==> src/rtl/mem_autoconfig.sv <==
// Zorro II AutoConfig responder and RAM select decoder for a jumper-selected
// fast/slow memory expansion sitting behind a 68000 bus.
module mem_autoconfig #(
  parameter logic [15:0] MANUF_ID   = 16'h07DB,
  parameter logic [7:0]  PRODUCT_ID = 8'h01,
  parameter logic [3:0]  SLOW_BASE  = 4'hC
) (
  input  logic        clock,
  input  logic        reset,
  input  logic        mode_8mb,
  input  logic        mode_4mb,
  input  logic        mode_slow,
  input  logic        mode_slow4mb,
  input  logic        cfgin_n,
  input  logic        as_n,
  input  logic        uds_n,
  input  logic        rw,
  input  logic [23:1] addr,
  input  logic [3:0]  data_in,
  output logic [3:0]  data_out,
  output logic        data_oe,
  output logic        cfgout_n,
  output logic        fast_sel,
  output logic        slow_sel,
  output logic        configured
);

  typedef enum logic [1:0] {ST_WAIT, ST_AUTOCONF, ST_DONE, ST_PASS} state_t;
  typedef enum logic [2:0] {MODE_NONE, MODE_8MB, MODE_4MB, MODE_SLOW4MB, MODE_SLOW} mode_t;

  state_t     state;
  mode_t      cfg_mode;
  logic [3:0] base;
  logic       as_m, as_s, uds_m, uds_s, cfgin_m, cfgin_s;
  logic       cycle_active;

  // NOTE: synchronisers reset to the idle (high) level so leaving reset can never look like a bus cycle or a chain grant.
  always_ff @(posedge clock or posedge reset) begin
    if (reset) begin
      as_m    <= 1'b1;
      as_s    <= 1'b1;
      uds_m   <= 1'b1;
      uds_s   <= 1'b1;
      cfgin_m <= 1'b1;
      cfgin_s <= 1'b1;
    end else begin
      // NOTE: non-blocking assignments let each stage see the previous stage's old value, forming a real two-flop chain.
      as_m    <= as_n;
      as_s    <= as_m;
      uds_m   <= uds_n;
      uds_s   <= uds_m;
      cfgin_m <= cfgin_n;
      cfgin_s <= cfgin_m;
    end
  end

  mode_t      mode_next;
  logic       has_fast_next;
  logic [3:0] fast_size;
  logic       slow_en;

  always_comb begin
    // NOTE: every variable gets a default before any branch so no path infers a latch.
    mode_next = MODE_NONE;
    if (mode_8mb)          mode_next = MODE_8MB;
    else if (mode_4mb)     mode_next = MODE_4MB;
    else if (mode_slow4mb) mode_next = MODE_SLOW4MB;
    else if (mode_slow)    mode_next = MODE_SLOW;
    has_fast_next = mode_8mb | mode_4mb | mode_slow4mb;

    fast_size = 4'd0;
    slow_en   = 1'b0;
    case (cfg_mode)
      MODE_8MB:     fast_size = 4'd8;
      MODE_4MB:     fast_size = 4'd4;
      MODE_SLOW4MB: begin fast_size = 4'd4; slow_en = 1'b1; end
      MODE_SLOW:    slow_en = 1'b1;
      default:      ;
    endcase
  end

  logic       cycle_start;
  logic       ac_hit;
  logic [5:0] ac_idx;
  logic [3:0] ac_raw, ac_nibble;

  assign cycle_start = !as_s && !uds_s && !cycle_active;
  assign ac_hit      = (addr[23:16] == 8'hE8) && (addr[15:7] == 9'd0);
  assign ac_idx      = addr[6:1];

  always_comb begin
    ac_raw = 4'h0;
    case (ac_idx)
      6'h00:   ac_raw = 4'hE;
      6'h01:   ac_raw = (cfg_mode == MODE_8MB) ? 4'h0 : 4'h7;
      6'h02:   ac_raw = PRODUCT_ID[7:4];
      6'h03:   ac_raw = PRODUCT_ID[3:0];
      6'h08:   ac_raw = MANUF_ID[15:12];
      6'h09:   ac_raw = MANUF_ID[11:8];
      6'h0A:   ac_raw = MANUF_ID[7:4];
      6'h0B:   ac_raw = MANUF_ID[3:0];
      default: ac_raw = 4'h0;
    endcase
    // Only $00/$02 and the register area from $40 up are presented uninverted.
    ac_nibble = (ac_idx < 6'h02 || ac_idx >= 6'h20) ? ac_raw : ~ac_raw;
  end

  // 4-bit segment compare widened to 5 bits so a window running past $F simply stops there.
  logic [4:0] seg, fast_lo, fast_end;
  logic [8:0] page, slow_lo, slow_hi;
  logic       fast_hit, slow_hit;

  assign seg      = {1'b0, addr[23:20]};
  assign fast_lo  = {1'b0, base};
  assign fast_end = fast_lo + {1'b0, fast_size};
  assign fast_hit = configured && (seg >= fast_lo) && (seg < fast_end);
  assign page     = {1'b0, addr[23:16]};
  assign slow_lo  = {1'b0, SLOW_BASE, 4'h0};
  assign slow_hi  = slow_lo + 9'h017;
  assign slow_hit = slow_en && (page >= slow_lo) && (page <= slow_hi);

  always_ff @(posedge clock or posedge reset) begin
    if (reset) begin
      state        <= ST_WAIT;
      cfg_mode     <= MODE_NONE;
      base         <= 4'h0;
      cycle_active <= 1'b0;
      data_out     <= 4'h0;
      data_oe      <= 1'b0;
      cfgout_n     <= 1'b1;
      fast_sel     <= 1'b0;
      slow_sel     <= 1'b0;
      configured   <= 1'b0;
    end else begin
      if (as_s) begin
        cycle_active <= 1'b0;
        data_oe      <= 1'b0;
        fast_sel     <= 1'b0;
        slow_sel     <= 1'b0;
      end else if (cycle_start) begin
        cycle_active <= 1'b1;
        fast_sel     <= fast_hit;
        slow_sel     <= slow_hit && !fast_hit;
        if (state == ST_AUTOCONF && ac_hit && rw) begin
          data_oe  <= 1'b1;
          data_out <= ac_nibble;
        end
      end

      case (state)
        ST_WAIT: begin
          if (!cfgin_s) begin
            cfg_mode <= mode_next;
            if (has_fast_next) begin
              state <= ST_AUTOCONF;
            end else begin
              state    <= ST_PASS;
              cfgout_n <= 1'b0;
            end
          end
        end
        ST_AUTOCONF: begin
          if (cycle_start && ac_hit && !rw) begin
            // The low base nibble at $4A is accepted silently: this board maps on 1MB boundaries.
            case (ac_idx)
              6'h24: begin
                base       <= data_in;
                configured <= 1'b1;
                state      <= ST_DONE;
                cfgout_n   <= 1'b0;
              end
              6'h26: begin
                state    <= ST_PASS;
                cfgout_n <= 1'b0;
              end
              default: ;
            endcase
          end
        end
        default: ;
      endcase
    end
  end

endmodule

==> config.mk <==
export PLATFORM = sky130hd
export DESIGN_NAME = mem_autoconfig
export DESIGN_NICKNAME = d
export VERILOG_FILES = /design/src/rtl/mem_autoconfig.sv
export SDC_FILE = /design/constraint.sdc
export NUM_CORES = 1
export LEC_CHECK = 0
export ABC_AREA = 1
export CORE_UTILIZATION = 44
export CTS_BUF_LIST = sky130_fd_sc_hd__clkbuf_2 sky130_fd_sc_hd__clkbuf_4 sky130_fd_sc_hd__clkbuf_8
export DETAILED_ROUTE_END_ITERATION = 16
export PLACE_DENSITY = 0.76
export RECOVER_POWER = 100
export SLEW_MARGIN = 30
export SYNTH_ARGS = -nofsm -noshare
export SYNTH_HDL_FRONTEND = slang
export SYNTH_SLANG_ARGS = --single-unit
==> constraint.sdc <==
create_clock -name clock -period 2.1 [get_ports clock]
set_input_delay 0.525 -clock clock [delete_from_list [all_inputs] [get_ports clock]]
set_output_delay 0.525 -clock clock [all_outputs]
set_load 0.005 [all_outputs]
==> results of run 1 <==
[cell families (layout without fill, tap and decap cells)]
group                      after synthesis  after routing  share of synthesized area
AOI/OAI and AO/OA                       19             19                     0.0712
and+or+nand+nor                        101            101                      0.358
DFF                                     25             25                      0.420
adders and majority gates                8              8                     0.0712
buffers and inverters                   32             85                     0.0795
[how the worst max path moves through the flow]
stage,cells past startpoint,startpoint,slack [ps],to
final,12,cfg_mode[1]$_DFFE_PP0P_,40,slow_sel$_DFFE_PP0P_
after global routing,12,cfg_mode[1]$_DFFE_PP0P_,-70,slow_sel$_DFFE_PP0P_
after CTS,12,cfg_mode[1]$_DFFE_PP0P_,5,slow_sel$_DFFE_PP0P_
after detailed placement,12,cfg_mode[1]$_DFFE_PP0P_,-1,slow_sel$_DFFE_PP0P_
after global placement,11,cfg_mode[1]$_DFFE_PP0P_,90,fast_sel$_DFFE_PP0P_
after floorplan,12,cfg_mode[1]$_DFFE_PP0P_,140,slow_sel$_DFFE_PP0P_
[synth_stat cells, drive strengths merged]
library cell,n
a21oi,6
dfrtp,18
dfstp,7
fa,1
ha,7
inv,32
nand2,49
nand3,15
nand3b,2
nand4,9
nor2,20
nor3,6
o211ai,2
o21ai,9
o21bai,1
o22ai,1
[state kept, by name (all words and copies together), names as in the netlist]
signal / cells
base: 4
data_out: 4
cfg_mode: 3
state: 2
as_m: 1
as_s: 1
cfgin_m: 1
cfgin_s: 1
cfgout_n: 1
configured: 1
cycle_active: 1
data_oe: 1
fast_sel: 1
slow_sel: 1
uds_m: 1
uds_s: 1
[power groups by stage]
| stage | Combinational (mW) | Clock, mW | Sequential, mW |
|---|---|---|---|
| after floorplan | 0.0554 | 0 | 0.506 |
| after global placement | 0.144 | 0 | 0.506 |
| after detailed placement | 0.145 | 0 | 0.506 |
| after CTS | 0.146 | 0.223 | 0.498 |
| after global routing | 0.155 | 0.246 | 0.499 |
| final | 0.139 | 0.208 | 0.498 |
[stage by stage]
step,worst slack [ps],util,setup TNS [ps]
after floorplan,142,-,0
after global placement,94.5,0.644,0
after detailed placement,-1.32,0.644,-1.32
after CTS,5.05,0.655,0
after global routing,-73.8,0.650,-228
final,42.2,0.650,0
[timing repair]
item                       in CTS  in global routing
setup endpoints to repair       1                  2
pin swaps                       3                  3
gates cloned                    0                  0
buffers inserted                1                  1
resized for setup               2                  4
[per-layer routing]
layer  part of all wire  vias up  wire length, µm  global-route usage
met3              0.048        8              147              0.0533
met1               0.46      595             1410               0.252
met2               0.47       33             1430               0.333
li1                   -      708                -                   -
met4              0.017        0               53              0.0552
met5                  0        -                0                   0
[cell usage in the layout (no fill, tap or decap), types with 2 or more instances in the layout]
| cell type | n |
|---|---|
| a21oi_1 | 6 |
| buf_4 | 3 |
| clkbuf_4 | 3 |
| clkdlybuf4s50_1 | 31 |
| dfrtp_1 | 18 |
| dfstp_2 | 7 |
| dlygate4sd3_1 | 14 |
| ha_1 | 6 |
| inv_1 | 28 |
| inv_2 | 4 |
| nand2_1 | 47 |
| nand2_2 | 2 |
| nand3_1 | 12 |
| nand3_2 | 2 |
| nand4_1 | 9 |
| nor2_1 | 14 |
| nor2_2 | 4 |
| nor2_4 | 2 |
| nor3_1 | 4 |
| o211ai_1 | 2 |
| o21ai_0 | 7 |
| o21ai_1 | 2 |
[worst reg2reg max path, cell delays in order, from the launching register on]
cell,delay (ps)
dfrtp_1,390
inv_2,80
nor2_2,50
ha_2,170
fa_1,470
inv_1,40
ha_1,260
nand2_1,90
nor3_1,50
nor3_1,180
nand2_1,90
nand2_1,70
nand2_1,50
[area by class of cell]
cell class,instances,area [µm²]
timing repair buffer,49,477
clock buffer,3,22.5
fill,296,1100
clock inverter,1,5.00
inverter,32,120
tap,44,55.1
sequential,25,634
multi-input combinational,128,734
==> results.tsv, run 1 <==
stage	metric	value	unit
die	pin_count	46	
hold_path	min_to	cfgin_s$_DFF_PP1_	
sta	worst_pin_slew	1300	ps
cells_and_area	stdcell_area	2050	µm²
power	power.switching	0.200	mW
setup_path	crit_family	adder cells	
setup_path	cp_num_buf_inv	2	
cts	worstSkewPairLatency	320	ps
die	fp.dieH	60.6	µm
global_routing	antenna_found_initial	0	
job	maxCapViolCount	0	
synth	ys_warn_count	0	
power	p_seq_frac	0.589	
power	ir_worst_vdd	0.000364	V
setup_path	critPathMaxFanout	3	
detailed_routing	drtPass1Iterations	4	
detailed_routing	drtIter0Drc	66	
setup_path	crit_path_cell_trace	inv_2 > nor2_2 > ha_2 > fa_1 > inv_1 > ha_1 > nand2_1 > nor3_1 > nor3_1 > nand2_1 > nand2_1 > nand2_1	
cts	hold_buffers	0	
power	power.total	0.845	mW
global_routing	grt_pass1_wl	5.46	mm
setup_path	reg2reg_from	cfg_mode[1]$_DFFE_PP0P_	
global_routing	grt-ovfl-total	0	
power	p_int	0.645	mW
sta	setup_viol	0	
setup_path	cp-start-kind	register	
detailed_routing	drt_wl_total	3.03	mm
setup_path	critical_path_class	reg2reg	
synth	syn_nets	230	
synth	synthCells	185	
cts	clock-sinks	25	
sta	finalHoldViolations	0	
synth	synthTopCellsByArea	dfrtp_1, dfstp_2, nand2_1	
setup_path	end_kind	register	
detailed_routing	antenna_left	0	
setup_path	rrSetupSlack	40	ps
setup_path	cp.required	2330	ps
synth	ys_seq_elements	25	
setup_path	cp_slowest_cell	fa_1	
cts	htreeDepth	1	
power	combPwrFrac	0.164	
sta	finalCriticalPeriod	2060	ps
power	powerDensity	412	nW/µm²
synth	synth.distinct_cells	23	
synth	syn_area	1510	µm²
hold_path	hp-start	cfgin_m$_DFF_PP1_	
die	dieWidth	60.6	µm
synth	synth_area_leader_cell	dfrtp_1	
global_routing	grt_use_total	0.198	
cells_and_area	area_delta_synth_final	35.6	%
die	start_util	0.479	
sta	rsz0062_at_grt	yes	
place	dp.cells	276	
setup_path	critPathMaxStageDelay	470	ps
cts	path_clk_slew	140	ps
sta	slew_viol_final	0	
global_routing	grt_pass1_vias	1312	
cells_and_area	diodes	0	
hold_path	hold_class	reg2reg	
sta	timing.fmax	486	MHz
die	dieArea	3670	µm²
cts	root_buffer	clkbuf_4	
detailed_routing	dr_total_vias	1344	
place	io_buffers	45	
cells_and_area	finalNonFillerCells	282	
sta	whs	365	ps
detailed_routing	drcViolationCount	0	
detailed_routing	wl_per_cell	10.8	µm
place	place_area	2030	µm²
detailed_routing	vias_per_cell	4.77	
cells_and_area	fin_nets	284	
setup_path	ff2ff_path_depth	12	
place	gp_congestion	0.870	
hold_path	hold_depth	0	
run_status	status	finished clean	
power	clkPwrFrac	0.247	
cts	cts_tree	built	
global_routing	grt_max_degree	26	
sta	fin_crit_sh	0.980	
die	placementRows	20	
cells_and_area	drive_gt1_frac	0.143	
place	dp.final_hpwl	2.53	mm
setup_path	worstPathArrival	2290	ps
synth	seq_area_frac_synth	0.420	
setup_path	regToRegEndpoint	slow_sel$_DFFE_PP0P_	
power	p_leak	0.990	nW
synth	avgSynthCellArea	8.16	µm²
cts	clockBufferDepth	2	
die	core_region_area	3150	µm²
setup_path	crit_top_cell	nand2_1	
power	swShare	0.237	
sta	timing.max_slew.rel_slack	0.132	
sta	skew	15.6	ps
synth	netlist.area_leader.share	0.298	
cts	numCtsBuffers	3	
Note: power is estimated with default switching activity, not from simulation.
==> inputs of run 2 (changes only) <==
--- a/config.mk
+++ b/config.mk
@@ -6,6 +6,7 @@
 export NUM_CORES = 1
 export LEC_CHECK = 0
 export ABC_AREA = 1
+export CORE_MARGIN = 2
 export CORE_UTILIZATION = 44
 export CTS_BUF_LIST = sky130_fd_sc_hd__clkbuf_2 sky130_fd_sc_hd__clkbuf_4 sky130_fd_sc_hd__clkbuf_8
 export DETAILED_ROUTE_END_ITERATION = 16
==> run 2 against run 1 <==
  * Global-route usage decreased by 1.7 points
  * Clock power rose by 6%
  * Non-clock buffer count up 2
  * Core utilization down 1.0 points
  * Via count increased by 1.9%
  * Register-to-register slack gained 30 ps
  * Highest routed layer unchanged
  * Combinational power up 4%
  * Sequential power hardly changed
  * Sequential share of layout area shrank 1.0 points
  * Worst setup slack better by 28 ps
==> results.tsv, run 2 (synthesis results as in run 1) <==
stage	metric	value	unit
cells_and_area	area_delta_synth_final	40.2	%
die	dieArea	3920	µm²
die	placementRows	21	
cts	clock-sinks	25	
sta	fin_crit_sh	0.967	
cells_and_area	final-seq-area	634	µm²
global_routing	antenna_found_initial	0	
setup_path	crit_family	adder cells	
setup_path	critical_path_class	reg2reg	
cells_and_area	multi_input_area	783	µm²
die	start_util	0.456	
hold_path	hold_class	reg2reg	
setup_path	worstPathArrival	2250	ps
sta	timing.fmax	493	MHz
sta	worst_pin_slew	1290	ps
cts	worstSkewPairLatency	310	ps
cts	hold_buffers	0	
die	pin_count	46	
cts	numCtsBuffers	3	
global_routing	grt_use_total	0.182	
detailed_routing	vias_per_cell	4.79	
cells_and_area	fin_nets	286	
cts	path_clk_slew	130	ps
sta	timing.max_slew.rel_slack	0.139	
detailed_routing	antenna_left	0	
place	io_buffers	45	
run_status	status	finished clean	
cells_and_area	fillers	303	
cells_and_area	finalNonFillerCells	286	
place	dp.cells	279	
die	dieWidth	62.6	µm
place	dp.final_hpwl	2.64	mm
sta	skew	3.47	ps
setup_path	cp_slowest_cell	fa_1	
detailed_routing	drtIter0Drc	62	
detailed_routing	drcViolationCount	0	
sta	finalCriticalPeriod	2030	ps
die	fp.dieH	62.6	µm
setup_path	critPathMaxFanout	2	
power	ir_worst_vdd	0.000385	V
detailed_routing	wl_per_cell	11.2	µm
detailed_routing	drtPass1Iterations	4	
setup_path	end_kind	register	
global_routing	grt-ovfl-total	0	
place	gp_congestion	0.875	
global_routing	grt_pass1_wl	5.80	mm
detailed_routing	drt_wl_total	3.22	mm
global_routing	grt_max_degree	26	
power	powerDensity	408	nW/µm²
power	p_leak	1.01	nW
cells_and_area	reg.largest.list	base x4, data_out x4, cfg_mode x3	
cts	htreeDepth	1	
cts	root_buffer	clkbuf_4	
cells_and_area	final_cell_mix	nand2_1, clkdlybuf4s50_1, inv_1	
setup_path	cp.required	2320	ps
cts	cts_tree	built	
setup_path	cp_num_buf_inv	2	
sta	setup_viol	0	
setup_path	cp-start-kind	register	
cells_and_area	diodes	0	
sta	finalHoldViolations	0	
detailed_routing	dr_total_vias	1370	
cells_and_area	drive_gt1_frac	0.175	
cells_and_area	layout.cells.most_common	nand2_1	
global_routing	grt_pass1_vias	1365	
setup_path	critPathMaxStageDelay	520	ps
setup_path	crit_top_cell	nand2_1	
cts	clockBufferDepth	2	
die	core_region_area	3310	µm²
job	maxCapViolCount	0	
setup_path	crit_path_cell_trace	inv_2 > nor2_4 > ha_4 > fa_1 > inv_2 > ha_4 > nand2_4 > o21ai_2 > nor3_2 > nand2_1 > nand2_1 > nand2_1	
sta	slew_viol_final	0	
cells_and_area	finish.utilization	0.639	
-- run 2: changes by cell type in the layout (fill, tap and decap cells not counted), sizes merged --
cell | previous run | this run
clkbuf | 4 | 5
buf | 3 | 5
clkinv | 1 | 0
dlygate4sd3 | 14 | 13
clkdlybuf4s50 | 31 | 32
-- run 2: metal layers --
layer	GRT usage	part of all wire	vias up
li1	-	-	709
met1	0.243	0.44	619
met2	0.306	0.50	38
met3	0.0360	0.049	4
met4	0.0389	0.0078	0
met5	0	0	-
-- run 2: through the flow --
step	setup slack [ps]	setup TNS, ps	power [mW]	area (µm²)	hold slack [ps]
final	70.2	0	0.863	2120	370
after global routing	-9.45	-9.45	0.916	2120	377
after CTS	10.7	0	0.871	2070	366
after detailed placement	14.5	0	0.652	2040	348
after global placement	97.4	0	0.650	2040	347
after floorplan	142	0	0.561	1510	345
-- run 2: path summary, 6_finish.rpt --
kind | start | to | slack (ps) | depth (start not counted)
max | cfg_mode[1]$_DFFE_PP0P_ | slow_sel$_DFFE_PP0P_ | 70 | 12
min reg2reg | as_m$_DFF_PP1_ | as_s$_DFF_PP1_ | 370 | 0
max reg2reg | cfg_mode[1]$_DFFE_PP0P_ | slow_sel$_DFFE_PP0P_ | 70 | 12
max in group asynchronous | reset | state[1]$_DFFE_PP0P_ | 410 | 3
min | as_m$_DFF_PP1_ | as_s$_DFF_PP1_ | 370 | 0
min in group asynchronous | reset | data_out[1]$_DFFE_PP0P_ | 940 | 3
-- run 2: where the power goes --
part	switching, mW	leakage [nW]	total [mW]	internal (mW)
combinational	0.0629	0.694	0.145	0.0823
clock	0.134	0.0184	0.221	0.0870
sequential	0.00378	0.297	0.498	0.494
total	0.200	1.01	0.863	0.663
-- run 2: cell type report --
type	instances	share of cell area
repair buffers	51	0.232
flip-flops and latches	25	0.300
inverters	32	0.0567
clock buffers	4	0.0142
well taps	46	0.0272
multi-input cells	128	0.370
-- run 2: what timing repair did --
| action | 4_1_cts | 5_1_grt |
|---|---|---|
| hold endpoints to repair | 0 | 0 |
| gates resized for setup | 1 | 14 |
| endpoints found under the setup margin | 2 | 2 |
| buffers inserted | 0 | 3 |
| pin swaps | 0 | 6 |
